### src/rtl/stack_pkg.sv
// Shared constants for the operand stack: default data width, depth and
// the counter-width helper used to size the entry counter.
package stack_pkg;

  localparam int STACK_WIDTH = 16;
  localparam int STACK_DEPTH = 32;

  // The counter must hold 0..depth inclusive, so it needs one bit beyond the address.
  function automatic int cnt_width(input int depth);
    return $clog2(depth) + 1;
  endfunction

endpackage

### src/rtl/stack_mem.sv
// Stack storage: one synchronous write port and two asynchronous read ports
// so both top entries are visible in the same cycle.
module stack_mem #(
  parameter int WIDTH = 16,
  parameter int DEPTH = 32,
  localparam int AW = $clog2(DEPTH)
) (
  input  logic             clk,
  input  logic             we,
  input  logic [AW-1:0]    waddr,
  input  logic [WIDTH-1:0] wdata,
  input  logic [AW-1:0]    raddr0,
  output logic [WIDTH-1:0] rdata0,
  input  logic [AW-1:0]    raddr1,
  output logic [WIDTH-1:0] rdata1
);

  logic [WIDTH-1:0] mem [DEPTH];

  always_ff @(posedge clk) begin
    if (we) begin
      mem[waddr] <= wdata;
    end
  end

  assign rdata0 = mem[raddr0];
  assign rdata1 = mem[raddr1];

endmodule

### src/rtl/stack_unit.sv
// Operand stack: entry counter, push/pop next-state logic, sticky error flags
// and zero-masked top/next-on-stack read ports.
module stack_unit
  import stack_pkg::*;
#(
  parameter int WIDTH = STACK_WIDTH,
  parameter int DEPTH = STACK_DEPTH,
  localparam int CW = cnt_width(DEPTH),
  localparam int AW = $clog2(DEPTH)
) (
  input  logic             clk,
  input  logic             reset,
  input  logic             push,
  input  logic             pop,
  input  logic [WIDTH-1:0] w_data,
  output logic [WIDTH-1:0] tos,
  output logic [WIDTH-1:0] nos,
  output logic [CW-1:0]    count,
  output logic             empty,
  output logic             full,
  output logic             overflow,
  output logic             underflow
);

  logic [CW-1:0]    count_q, count_d;
  logic             overflow_q, overflow_d;
  logic             underflow_q, underflow_d;
  logic [CW-1:0]    cnt_m1, cnt_m2;
  logic             we;
  logic [AW-1:0]    waddr;
  logic [WIDTH-1:0] rdata0, rdata1;
  logic             is_empty, is_full;

  assign cnt_m1   = count_q - CW'(1);
  assign cnt_m2   = count_q - CW'(2);
  assign is_empty = (count_q == '0);
  assign is_full  = (count_q == CW'(DEPTH));

  // Push+pop on a non-empty stack overwrites the top in place, even when full.
  always_comb begin
    count_d     = count_q;
    overflow_d  = overflow_q;
    underflow_d = underflow_q;
    we          = 1'b0;
    waddr       = count_q[AW-1:0];
    if (push && pop) begin
      we = 1'b1;
      if (is_empty) begin
        count_d = count_q + CW'(1);
      end else begin
        waddr = cnt_m1[AW-1:0];
      end
    end else if (push) begin
      if (is_full) begin
        overflow_d = 1'b1;
      end else begin
        we      = 1'b1;
        count_d = count_q + CW'(1);
      end
    end else if (pop) begin
      if (is_empty) begin
        underflow_d = 1'b1;
      end else begin
        count_d = cnt_m1;
      end
    end
  end

  always_ff @(posedge clk) begin
    if (reset) begin
      count_q     <= '0;
      overflow_q  <= 1'b0;
      underflow_q <= 1'b0;
    end else begin
      count_q     <= count_d;
      overflow_q  <= overflow_d;
      underflow_q <= underflow_d;
    end
  end

  stack_mem #(
    .WIDTH (WIDTH),
    .DEPTH (DEPTH)
  ) u_mem (
    .clk    (clk),
    .we     (we && !reset),
    .waddr  (waddr),
    .wdata  (w_data),
    .raddr0 (cnt_m1[AW-1:0]),
    .rdata0 (rdata0),
    .raddr1 (cnt_m2[AW-1:0]),
    .rdata1 (rdata1)
  );

  // Entries beyond the valid count are stale, so mask them to zero.
  assign tos       = (count_q >= CW'(1)) ? rdata0 : '0;
  assign nos       = (count_q >= CW'(2)) ? rdata1 : '0;
  assign count     = count_q;
  assign empty     = is_empty;
  assign full      = is_full;
  assign overflow  = overflow_q;
  assign underflow = underflow_q;

endmodule

### config.mk
export PLATFORM = sky130hd
export DESIGN_NAME = stack_unit
export DESIGN_NICKNAME = d
export VERILOG_FILES = /design/src/rtl/stack_pkg.sv /design/src/rtl/stack_mem.sv /design/src/rtl/stack_unit.sv
export SDC_FILE = /design/constraint.sdc
export NUM_CORES = 1
export LEC_CHECK = 0
export ABC_AREA = 1
export CORE_MARGIN = 2
export CORE_UTILIZATION = 50
export CTS_BUF_LIST = sky130_fd_sc_hd__clkbuf_8
export DETAILED_ROUTE_END_ITERATION = 8
export PLACE_DENSITY = 0.66
export SLEW_MARGIN = 20
export SYNTH_ARGS = -nofsm -noshare
export SYNTH_HDL_FRONTEND = slang
export SYNTH_SLANG_ARGS = --single-unit
### constraint.sdc
create_clock -name clk -period 6.4 [get_ports clk]
set_input_delay 1.28 -clock clk [delete_from_list [all_inputs] [get_ports clk]]
set_output_delay 1.28 -clock clk [all_outputs]
set_load 0.005 [all_outputs]
### Yosys cells after proc, flatten, opt, wreduce, memory -nomap -nowiden

Memory sizes are Yosys's and may differ from the RTL's.
Index checks and enable logic that the tools add are counted.

* register bits after elaboration: 8
* RAM bits: 512
* word-level logic and storage cells: 38
* memories: 1

Memory list
* u_mem.mem: depth 32, bits a word 16, rd ports 2, clocked after Yosys merged registers in 0, write ports 1, line stack_mem.sv:18 `logic [WIDTH-1:0] mem [DEPTH];`

* add/sub/neg operators: 3
* order comparisons: 2
* equality and inequality tests: 4
* muxes and demuxes: 15
* bitwise operators: 2
* reductions and logical operators: 8

Operators by type and width (count)
* $mux W6: 6
* $mux W16: 2
* $mux W5: 2
* $reduce_and A4 Y1: 2
* $add A6 B1 Y6 const B: 1
* $eq A6 B6 Y1 const B: 1
* $ge A6 B1 Y1 const B: 1
* $ge A6 B2 Y1 const B: 1
* $logic_not A6 Y1: 1
* $ne A3 B2 Y1 const B: 2
* $sub A6 B1 Y6 const B: 1
* $mux W1: 5
* $sub A5 B2 Y5 const B: 1
* $reduce_and A3 Y1: 1
* $reduce_bool A3 Y1: 1
* $logic_and A1 B1 Y1: 2
* $ne A2 B2 Y1 const B: 1
* $not A1 Y1: 2
* $logic_not A1 Y1: 1

### Depth between registers and ports, before layout

* word-level depth: 7
* depth in mapped cells: 17
* gate-level depth less buffers: 11

### Modules after synthesis

A second synthesis with hierarchy kept.

* cell total of the unflattened synthesis: 3189
* area, all modules: 27533.9 um^2

Modules (own cells, without submodules)
* stack_mem: times used 1, cells an instance 2995, area an instance 26447.9 um^2, sequential area each 15374.7 um^2
* stack_unit: times used 1, cells an instance 194, area an instance 1086.0 um^2, sequential area each 160.2 um^2

### Worst setup path before layout

No wires, ideal clock.

* path type: reg-to-output
* from: register count_q[0], in the netlist count[0]
* to: output port tos[15]
* arrival: 2.316 ns
* data required time: 5.120 ns
* path slack: 2.804 ns
* stages on the path, launching flop included: 16
* path buffers: 6
* cells stage by stage: dfxtp_1 buf_4 inv_2 buf_4 buf_6 buf_4 ha_1 clkinv_1 buf_2 clkbuf_1 a21oi_1 o21ai_0 nand3_1 nand3_1 a21oi_1 nor2_1

* cells in the longest elaborated chain, start to end: 3
* elaborated cells on any way between the ends: 4
* classes of those cells: add/sub: 1; order compare: 1; mux: 1; memory: 1

Ends and longest elaborated chain
* start, declared: line stack_unit.sv:25 `logic [CW-1:0] count_q, count_d;`
* start signal, assigned: line stack_unit.sv:75 `count_q <= count_d;`
* $sub A6 B1 Y6: line stack_unit.sv:34 `assign cnt_m1 = count_q - CW'(1);`
* $mem_v2 Z32 W16
* $mux W16 (*): line stack_unit.sv:96 `assign tos = (count_q >= CW'(1)) ? rdata0 : '0;`
* end, declared: line stack_unit.sv:16 `output logic [WIDTH-1:0] tos,`

Every way passes the cells marked *; elsewhere a longest branch is shown, timed or not.

### Worst setup path in the final report

* from: register count_q[0], in the netlist count[0]
* to: output port tos[1]

Same word-level chain as after synthesis.

==> results.md <==
- Slowest CP cell: nor2_4
- Initial Utilization: 0.5077
- Vias in the first global route: 22360
- Row count: 85
- Final Setup Violations: 0
- Startpoint class of the critical path: flop
- Fmax: 171.8 MHz
- CTS resizes: 0
- Detailed Place HPWL: 48290 microns
- Ratio of final minimum period to clock period: 0.9093
- DR WL/cell: 21.84 microns
- Max-slew violation count: 0
- Area Growth Syn to Fin: 9.726%
- # DRC: 0
- Post-Layout Cell Count: 4041
- Crit-path cells: buf_12 > nand2_1 > nand2_1 > nor2_1 > nor2_4 > buf_4 > nand3_1 > a21oi_1 > nor2_1 > clkdlybuf4s50_1
- DRT antenna net count: 0
- Setup TNS Final: 0 ns
- TritonCTS clock tree: yes
- Kind of critical path: reg2out
- FF-to-FF Start: count[0]
- Worst-path clk slew: 0.05 ns
- Post-synthesis register bit count: 520
- RSZ-0062 raised after global routing: false
- Drt first pass iters: 8
- Synth area leaders: edfxtp_1 (56%), nand2_1 (16%), nand3_1 (13%)
- GP Congestion: 0.8530
- HP Class: reg2reg
- Post-CTS Setup Repair Bufs: 0
- Net count after synthesis: 3306
- Share of post-route cells with drive strength above 1: 0.07628
- Arrival time worst endpoint: 4.54 ns
- Post-layout util: 0.5571
- Placed cell count: 3876
- Worst-skew pair later-pin latency: 0.70 ns
- CTS Buf Count: 89
- VDD IR max: 0.0005287 V
- DIE AREA: 56750 sq um
- Worst slew margin: 0.2204
- Number of max-cap violations: 0
- Global-route wire length before repair: 131600 microns
- Fill count: 4739
- Worst slew pin tran: 1.168 ns
- Die Ht: 238.2 microns
- Gate Count Post-Synth: 3278
- CTS root buffer: clkbuf_8
- Via density per instance: 5.943
- P_leak: 0.01237 uW
- Via count: 24020
- # H-tree levels: 3
- Yosys warning count: 0
- I/O pins: 62
- CTS sink cnt: 520
- Worst hold slack: 0.4549 ns
- Netlist cell types: 32
- Crit path from: count[0]
- Area leader, netlist: edfxtp_1
- Hold Violations, Final: 0
- GRT Residual Overflow: 0
- Core Footprint: 54030 sq um
- Hold-fix buffers at CTS: 0
- Crit. End Element: output pin
- Cell Area, Synth: 27430 sq um
- Pin count of the biggest net entering global routing: 240
- Chip width: 238.2 microns
- Syn avg cell area: 8.368 sq um
- Final nets: 3301
- Clock Skew: 0.03030 ns
- CP peak stage delay: 0.83 ns
- Hold_sp: overflow
- Total Wirelength: 88260 microns
- Worst Path Required: 5.12 ns
- Initial antenna violation count: 6
- Synth top area share: 0.5605
- P per Cell Area: 447.7 nW/um^2
- Outcome: finished, final reports clean
- Total power: 13470 uW
- Clock period minus worst slack: 5.820 ns
- Maximum fanout along the worst path: 239
- Overall Global Routing Usage: 0.3099
- Count of input and output buffers: 61
- Sequential-to-total area share from yosys stat: 0.5664
- Iteration-0 DRC Markers: 3391
- Clk buf depth: 3
[stage by stage]
| stage | area, sq um | setup WS (ns) |
|---|---|---|
| final | 30100 | 0.5805 |
| after detailed placement | 28510 | 1.194 |
| after global placement | 28520 | 1.251 |
| after floorplan | 27430 | 2.804 |
| after global routing | 30090 | 0.4404 |
| after CTS | 30090 | 0.4779 |
[power breakdown]
part / switching [uW] / internal (uW) / leakage (uW)
clock network: 1380 / 1350 / 0.000916
logic: 4750 / 2080 / 0.00679
registers: 77.6 / 3840 / 0.00467
[critical path: cells and delay by family, from the launching register on]
family	cells	cell delay (ns)
flip-flops	1	0.39
AND/OR/NAND/NOR	6	1.59
AO/OA/AOI/OAI	1	0.31
buffers and inverters	3	1.49
[per-layer routing]
layer	routed length [microns]	vias to the layer above	GRT usage	part of all wire
li1	-	10880	-	-
met1	33720	11280	0.4059	0.38
met2	40600	1547	0.4932	0.46
met3	9631	303	0.05900	0.11
met4	4287	4	0.1604	0.049
met5	22	-	0	0.00025
[final cells by class]
class	instances	area, sq um	share of cell area
antenna	2	5.005	0.0001663
clock buffer	90	1239	0.04116
clock inverter	71	342.8	0.01139
inverter	207	789.5	0.02623
multi-input combinational	2331	10210	0.3393
sequential	520	15540	0.5164
tap	696	870.8	0.02893
timing repair buffer	124	1095	0.03638
[final timing paths]
path                           end  slack (ns)  cells after the start
setup / recovery            tos[1]        0.58                     10
hold / removal            overflow        0.45                      2
setup reg to reg  u_mem.mem[16][8]        2.21                      9
hold reg to reg           overflow        0.45                      2
[logic make-up after synthesis]
group | Yosys count | share of synthesized area
AO/OA/AOI/OAI | 150 | 0.02865
XOR/XNOR | 9 | 0.004516
adder cells (fa/ha/maj) | 8 | 0.003649
buffers and inverters | 427 | 0.06642
flip-flops | 520 | 0.5664
AND/OR/NAND/NOR | 2164 | 0.3304
[cells in the final DEF (no fill, tap or decap), types with 2 or more instances in the layout]
master              n
o211ai_1            4
ha_1                6
buf_12              3
inv_6               3
xor2_1              3
xor2_4              4
nand3_2             2
nand2_1          1168
diode_2             2
dfxtp_1             6
a21oi_1            43
clkbuf_8           90
dfxtp_4             2
nand4_1             5
clkdlybuf4s50_1    47
xnor2_1             2
buf_2              14
nor2_2             34
o22ai_2             2
edfxtp_1          512
nand2_2             3
clkinvlp_4          5
or3_1               2
nand3_1           698
clkinv_2           13
nor2_4              3
inv_1             227
nor2_1            246
inv_2               7
inv_4               2
nand2_4             2
buf_16              2
clkinv_1           19
buf_4              57
o21ai_0            97
a31oi_1             2
[synthesized netlist by cell type]
cell type,n
a21oi_1,43
a21oi_2,1
a31oi_1,2
buf_1,30
buf_2,118
buf_4,11
buf_6,4
clkbuf_1,57
clkinv_1,1
dfxtp_1,8
edfxtp_1,512
ha_1,8
inv_1,197
inv_2,9
nand2_1,1170
nand2_2,3
nand3_1,698
nand3_2,2
nand4_1,5
nor2_1,278
nor2_2,2
nor2_4,3
nor3_1,1
o211ai_1,4
o21ai_0,97
o21ai_2,1
o22ai_2,2
or3_1,2
xnor2_1,2
xor2_1,4
xor2_2,1
xor2_4,2
[registers in the layout, summed over array words and instances (netlist names)]
signal,cells
u_mem.mem,512
count,6
overflow,1
underflow,1
Power figures use the tool's default switching activity.
